**src/rtl/prll_bs_rr_arbtr.sv**
```systemverilog
// Round-robin shared-bus arbiter: pops one word from a pending driver FIFO and
// routes it to one driver (by destination ID in the MSBs), broadcasts it, or drops it.
module prll_bs_rr_arbtr_lane #(
  parameter int bits = 32
) (
  input  logic            clk,
  input  logic            reset,
  input  logic            i_ld,
  input  logic            i_push,
  input  logic [bits-1:0] i_pkt,
  output logic            o_push,
  output logic [bits-1:0] o_dpush
);
  always_ff @(posedge clk or negedge reset) begin
    if (!reset) begin
      o_push  <= 1'b0;
      o_dpush <= '0;
    end else begin
      o_push <= i_push;
      if (i_ld) o_dpush <= i_pkt;
    end
  end
endmodule

module prll_bs_rr_arbtr #(
  parameter int                 bits      = 32,
  parameter int                 drvrs     = 4,
  parameter int                 id_bits   = 8,
  parameter logic [id_bits-1:0] broadcast = {id_bits{1'b1}}
) (
  input  logic                  clk,
  input  logic                  reset,
  input  logic [drvrs-1:0]      pndng,
  input  logic [drvrs*bits-1:0] D_pop,
  output logic [drvrs-1:0]      pop,
  output logic [drvrs-1:0]      push,
  output logic [drvrs*bits-1:0] D_push,
  output logic                  busy,
  output logic [((drvrs > 1) ? $clog2(drvrs) : 1)-1:0] grant,
  output logic [15:0]           drop_cnt
);
  localparam int gw = (drvrs > 1) ? $clog2(drvrs) : 1;

  typedef enum logic [1:0] {IDLE, POP, PUSH} state_t;

  state_t                        r_state, w_state_nxt;
  logic [gw-1:0]                 r_grant, r_last, w_nxt_grant;
  logic                          w_found;
  logic [bits-1:0]               r_pkt;
  logic [drvrs-1:0]              r_pop, w_push_sel;
  logic                          r_busy;
  logic [15:0]                   r_drop_cnt;
  logic [id_bits-1:0]            w_dst;
  logic                          w_bcast, w_ucast, w_ld;
  logic [drvrs-1:0][bits-1:0]    w_dpop;

  assign w_dpop = D_pop;

  // Search starts one past the last served driver so each pending driver waits at most drvrs transfers.
  always_comb begin
    w_found     = 1'b0;
    w_nxt_grant = r_last;
    for (int k = 1; k <= drvrs; k++) begin
      if (!w_found && pndng[(int'(r_last) + k) % drvrs]) begin
        w_found     = 1'b1;
        w_nxt_grant = gw'((int'(r_last) + k) % drvrs);
      end
    end
  end

  always_comb begin
    w_state_nxt = r_state;
    unique case (r_state)
      IDLE:    if (w_found) w_state_nxt = POP;
      POP:     w_state_nxt = PUSH;
      PUSH:    w_state_nxt = IDLE;
      default: w_state_nxt = IDLE;
    endcase
  end

  // Broadcast wins over unicast even when its ID would be a valid driver index.
  assign w_dst   = r_pkt[bits-1 -: id_bits];
  assign w_bcast = (w_dst == broadcast);
  assign w_ucast = !w_bcast && (32'(w_dst) < 32'(drvrs));
  assign w_ld    = (r_state == PUSH);

  always_ff @(posedge clk or negedge reset) begin
    if (!reset) begin
      r_state    <= IDLE;
      r_grant    <= '0;
      r_last     <= gw'(drvrs - 1);
      r_pkt      <= '0;
      r_pop      <= '0;
      r_busy     <= 1'b0;
      r_drop_cnt <= '0;
    end else begin
      r_state <= w_state_nxt;
      r_pop   <= '0;
      case (r_state)
        IDLE: if (w_found) begin
          r_grant <= w_nxt_grant;
          r_busy  <= 1'b1;
        end
        POP: begin
          r_pop[r_grant] <= 1'b1;
          r_pkt          <= w_dpop[r_grant];
        end
        PUSH: begin
          r_last <= r_grant;
          r_busy <= 1'b0;
          if (!w_bcast && !w_ucast && (r_drop_cnt != 16'hFFFF))
            r_drop_cnt <= r_drop_cnt + 16'd1;
        end
        default: ;
      endcase
    end
  end

  for (genvar j = 0; j < drvrs; j++) begin : g_lane
    assign w_push_sel[j] = w_ld && (w_bcast ? (r_grant != gw'(j)) : (w_ucast && (32'(w_dst) == j)));

    prll_bs_rr_arbtr_lane #(.bits(bits)) u_lane (
      .clk     (clk),
      .reset   (reset),
      .i_ld    (w_ld),
      .i_push  (w_push_sel[j]),
      .i_pkt   (r_pkt),
      .o_push  (push[j]),
      .o_dpush (D_push[j*bits +: bits])
    );
  end

  assign pop      = r_pop;
  assign busy     = r_busy;
  assign grant    = r_grant;
  assign drop_cnt = r_drop_cnt;
endmodule

```
**config.mk**
```make
export PLATFORM = sky130hd
export DESIGN_NAME = prll_bs_rr_arbtr
export DESIGN_NICKNAME = d
export VERILOG_FILES = /design/src/rtl/prll_bs_rr_arbtr.sv
export SDC_FILE = /design/constraint.sdc
export NUM_CORES = 1
export LEC_CHECK = 0
export BUFFER_PORTS_ARGS = -buffer_cell sky130_fd_sc_hd__buf_2
export CORE_MARGIN = 2
export CORE_UTILIZATION = 46
export DETAILED_ROUTE_END_ITERATION = 8
export PLACE_DENSITY = 0.94
export SYNTH_ARGS = -nofsm -noshare
export SYNTH_HDL_FRONTEND = slang
export SYNTH_SLANG_ARGS = --single-unit
```
**constraint.sdc**
```tcl
create_clock -name clk -period 2.5 [get_ports clk]
set_input_delay 0.375 -clock clk [delete_from_list [all_inputs] [get_ports clk]]
set_output_delay 0.375 -clock clk [all_outputs]
set_load 0.05 [all_outputs]
```
* After elaboration in Yosys (flattened, before gate mapping)
Cells that the tools add are included.
** Operators by class
- Add/subtract/negate cells :: 5
- $lt $le $gt $ge :: 7
- Equal/unequal tests :: 11
- Mux-type cells :: 33
- Bitwise gates (word level) :: 4
- Reduce and logical (&&, ||, !) cells :: 31
** Operator list (count)
- 32-bit binary-select mux with 2-bit select :: 1
- 32-bit two-way mux :: 1
- 1-bit two-way mux :: 18
- 16-bit by 1-bit adder with 16-bit output, second input constant :: 1
- 8-bit by 2-bit == test with 1-bit output, second input constant :: 2
- 3-bit by 4-bit < comparator with 1-bit output, second input constant :: 4
- 16-bit inequality test, second input constant :: 1
- 1-bit logical AND :: 15
- 2-bit two-way mux :: 5
- 1-bit binary-select mux with 2-bit select :: 4
- 8-bit by 1-bit == test with 1-bit output, second input constant :: 1
- 8-bit == test, second input constant :: 1
- 8-bit logical NOT :: 1
- 8-bit by 3-bit < comparator with 1-bit output, second input constant :: 1
- 2-bit OR reduction :: 4
- 2-bit inequality test, second input constant :: 3
- 2-bit AND reduction :: 3
- 1-bit logical NOT :: 5
- 2-bit by 1-bit adder with 2-bit output, second input constant :: 2
- 2-bit adder, second input constant :: 2
- 1-bit bitwise AND, first input constant :: 4
- 4-bit two-way mux :: 1
- 2-bit one-hot mux with 2 select lines :: 1
- 2-bit nonzero test :: 2
- other kinds (8) :: 8
** Word-level totals
- Register bits :: 95
- Input port bits :: 134
- Output and inout port bits :: 155
- Word-level logic and storage cells :: 103

* Longest topological paths before layout
- Depth in word-level cells :: 18
- Gate-level depth with buffers :: 7
- Mapped depth without buffers :: 6

* Modules after synthesis
Synthesis repeated with hierarchy kept, for this count alone.
** Unflattened totals
- Cells, all modules :: 590
- Area total of the unflattened synthesis :: 8755.9 sq um
** Modules (own cells, without submodules)
- prll_bs_rr_arbtr_lane :: times used 4, cells an instance 69, area an instance 1370.1 sq um, seq. area each 825.8 sq um
- prll_bs_rr_arbtr :: times used 1, cells an instance 314, area an instance 3275.6 sq um, seq. area each 1478.9 sq um

* Worst setup path before layout
No wires, ideal clock.
- Path type :: register to register
- Start point :: reg r_drop_cnt[0] (netlist: drop_cnt[0])
- End point :: reg r_drop_cnt[1] (netlist: drop_cnt[1])
- Library setup time :: 0.125 ns
- Arrival time :: 2.001 ns
- Required time :: 2.375 ns
- Path slack :: 0.374 ns
- Cell stages (with the launch flop) :: 7
- Buffers on the path :: 0
- Clock period less this slack :: 2.126 ns
- Cells stage by stage :: dfrtp_1 -> ha_1 -> and3_1 -> and3_1 -> nand4_1 -> nand2_2 -> mux2_2
** On the way
- Longest elaborated chain between the ends :: 3
- Elaborated cells between the ends (all ways) :: 4
- Classes of those cells :: 1 x add/sub; 1 x eq/ne; 2 x reduce/logical
** Ends and longest elaborated chain
- start: declaration :: line 52 : logic [15:0] r_drop_cnt;
- start signal: assignment :: line 112 : r_drop_cnt <= r_drop_cnt + 16'd1;
- parallel branches: the longest is 3 deep, another holds 16-bit by 1-bit adder with 16-bit output
Parallel ways; which one is timed is not known.
A chain may end at the register's enable or synchronous reset.

* Worst setup path after layout
- Start point :: reg r_drop_cnt[0] (netlist: drop_cnt[0])
- End point :: reg r_drop_cnt[11] (netlist: drop_cnt[11])
Same word-level chain as after synthesis.

==> flow_summary_export.csv <==
group,metric,value,unit
detailed_routing,viasPerCell,5.13,
placed_design,post-place-ws,0.543,ns
synthesis,syn_nets,615,
cells_and_area,final_cell_mix,"buf_2, nand2_1, dfrtp_1",
floorplan,io_pins,289,
sta,rsz0062_at_grt,"false",
setup_path,reg2regPathDepth,7,
cts,clk_latency,0.34,ns
synthesis,synth.area.top_cells,"dfrtp_1, buf_4, mux4_2",
synthesis,avgSynthCellArea,11.2,um^2
sta,finalWorstSetupSlack,0.535,ns
detailed_routing,final_antenna_net_count,0,
cells_and_area,final_core_util,57.5,%
cells_and_area,multiInputGateArea,2110,um^2
cts,cts_max_level,3,
synthesis,synth_top_family_by_area,"multiplexers",
global_route,grt_pass1_wl,20500,um
setup_path,slowest_delay,0.43,ns
global_route,grt_pass1_vias,4004,
cells_and_area,layout.nets,802,
global_route,grt.total_usage,20.9,%
cts,clock_sinks,95,
cells_and_area,n_fill_cell,988,
synthesis,synthCells,480,
detailed_routing,dr.pass1.iters,4,
setup_path,start_kind,"flop",
cells_and_area,register_area,2380,um^2
global_route,grt_max_degree,63,
detailed_routing,wl,13200,um
floorplan,core,11400,um^2
synthesis,yosys.area_share.adder,0.233,%
sta,worst_pin_slew,0.791,ns
cells_and_area,synthToLayoutAreaGrowth,22.2,%
setup_path,endpoint_kind,"flop",
synthesis,synth_simple_gate_area_share,14.0,%
setup_path,path_cells,"ha_1, and3_1, and3_1, nand4_1, buf_4, nand4_1, xnor2_1",
sta,fin_crit_sh,78.6,%
setup_path,worstPathMaxFanout,10,
sta,hold_viol,0,
detailed_routing,first_iter_violations,170,
synthesis,netlist_area,5370,um^2
synthesis,synthMuxAreaShare,20.3,%
setup_path,path_class,"reg -> reg",
sta,fin_worst_skew,0.00826,ns
outcome,status,"finished, final reports clean",
synthesis,ys_seq_elements,95,
sta,setup_tns,0,ns
cts,cts-buffers-inserted,9,
floorplan,die_h,112,um
cts,clock-root-buffer,"clkbuf_16",
cells_and_area,layout-drive-gt1-share,59.5,%
cts,cts.path.max_buffers,2,
job,cap_violations,0,
synthesis,synth_top_area_share,43.4,%
synthesis,yosysUniqueCellTypes,41,
cells_and_area,antenna_cells,0,
sta,slew_violations,0,
cells_and_area,final_common_cell,"buf_2",
synthesis,ys_seq_area_share,44.3,%
detailed_routing,avgRoutedWirePerCell,16.2,um
placed_design,dp_hpwl,10100,um
setup_path,crit_required,2.72,ns
global_route,antenna_found_initial,1,
placed_design,gp_congestion,0.884,
global_route,grt-ovfl-total,0,
cts,postCtsSetupRepairBufs,0,
sta,slew_headroom,47.2,%
cts,cts_resized,0,
placed_design,port_buffers,288,
worst_hold_path,holdCritPathClass,"in -> async",
detailed_routing,via_count,4183,
floorplan,dieArea,12500,um^2
synthesis,ys_warn_count,0,
cts,cts_tree,"yes",
sta,timing.final.crit_period,1.97,ns
floorplan,rows,39,
floorplan,die_w,112,um
sta,setup_viol,0,
setup_path,worstPathArrival,2.18,ns
sta,fmaxAchievable,509,MHz
cts,cts.hold.buffers_added,0,
setup_path,critPathSlowestCell,"dfrtp_1",
synthesis,synth_xor_area_share,2.28,%
detailed_routing,route.detailed.drc,0,
synthesis,synth-compound-area-share,2.38,%
synthesis,yosysTopAreaCell,"dfrtp_1",
cts,path_clk_slew,0.06,ns
floorplan,start_util,47.0,%
-- state kept, by name, indices dropped and copies added (netlist names) --
name	cells
r_state	2
r_last	2
pop	4
drop_cnt	16
busy	1
g_lane.u_lane.o_dpush	32
grant	2
g_lane.u_lane.o_push	4
r_pkt	32
-- synth_stat cells --
cell       count
buf_4        101
buf_2          4
dfrtp_1       93
nand3_1        2
nor3_1         2
a32oi_1        2
dfstp_2        2
o21ai_0        5
o221ai_1       1
nand2b_1       3
nor3_4         1
o22ai_1        2
o21a_1         1
a21oi_1        4
nand3_2        6
nand4b_1       1
xnor2_1       14
nand2_1      105
buf_6          1
or3_1          1
nand4_1        7
inv_1          6
and3_1         8
mux4_2        32
and4_1         3
a41o_1         1
inv_2          1
nand4_2        3
clkinv_1       1
nor3_2         1
ha_1           1
mux2_2        33
o41ai_1        1
nor2_1         9
a2111oi_0      1
and2_1         1
or4_4          1
buf_1          1
o31a_1         1
clkbuf_1      16
nand2_2        1
-- per-stage QoR --
stage / hold slack [ns] / cells / area, um^2
3_3_place_gp: 0.453 / 799 / 6250
6_report: 0.113 / 815 / 6560
4_1_cts: 0.146 / 815 / 6560
3_5_place_dp: 0.459 / 799 / 6250
5_1_grt: 0.168 / 815 / 6560
2_1_floorplan: 0.0794 / 480 / 5370
-- worst max-delay path: cells and delay by family, from the launching register on --
kind | cells | cell delay, ns
AND/OR/NAND/NOR | 4 | 0.78
buffers and inverters | 1 | 0.25
adder cells (fa/ha/maj) | 1 | 0.24
flip-flops | 1 | 0.43
XOR/XNOR | 1 | 0.14
-- layer usage --
| metal | global-route usage (%) | part of all wire, % | vias up |
|---|---|---|---|
| li1 | - | - | 1922 |
| met4 | 6.59 | 1.2 | 2 |
| met5 | 0 | 0.098 | - |
| met3 | 4.43 | 7.4 | 12 |
| met1 | 24.4 | 37 | 2043 |
| met2 | 38.5 | 54 | 204 |
-- cell families after synthesis --
family | after synthesis
flip-flops | 95
AND/OR/NAND/NOR | 155
adder cells (fa/ha/maj) | 1
multiplexers | 65
buffers and inverters | 131
AO/OA/AOI/OAI | 19
XOR/XNOR | 14
-- layout make-up --
type / count / area share [%]
clock buffer: 11 / 3.85
sequential: 95 / 36.3
clock inverter: 5 / 0.858
multi-input combinational: 254 / 32.2
timing repair buffer: 299 / 23.6
tap: 143 / 2.73
inverter: 8 / 0.458
-- worst paths after layout --
path / slack, ns / start / end
max: 0.53 / drop_cnt[0] / drop_cnt[11]
min: 0.11 / reset / r_pkt[9]
max reg2reg: 0.53 / drop_cnt[0] / drop_cnt[11]
min reg2reg: 0.47 / r_pkt[4] / r_pkt[4]
max in group asynchronous: 1.75 / reset / r_pkt[6]
min in group clk: 0.37 / pndng[2] / grant[1]
Power is left out: the tool's default activity adds up to more than one toggle a clock period on the data nets, which glitch-free logic cannot reach.
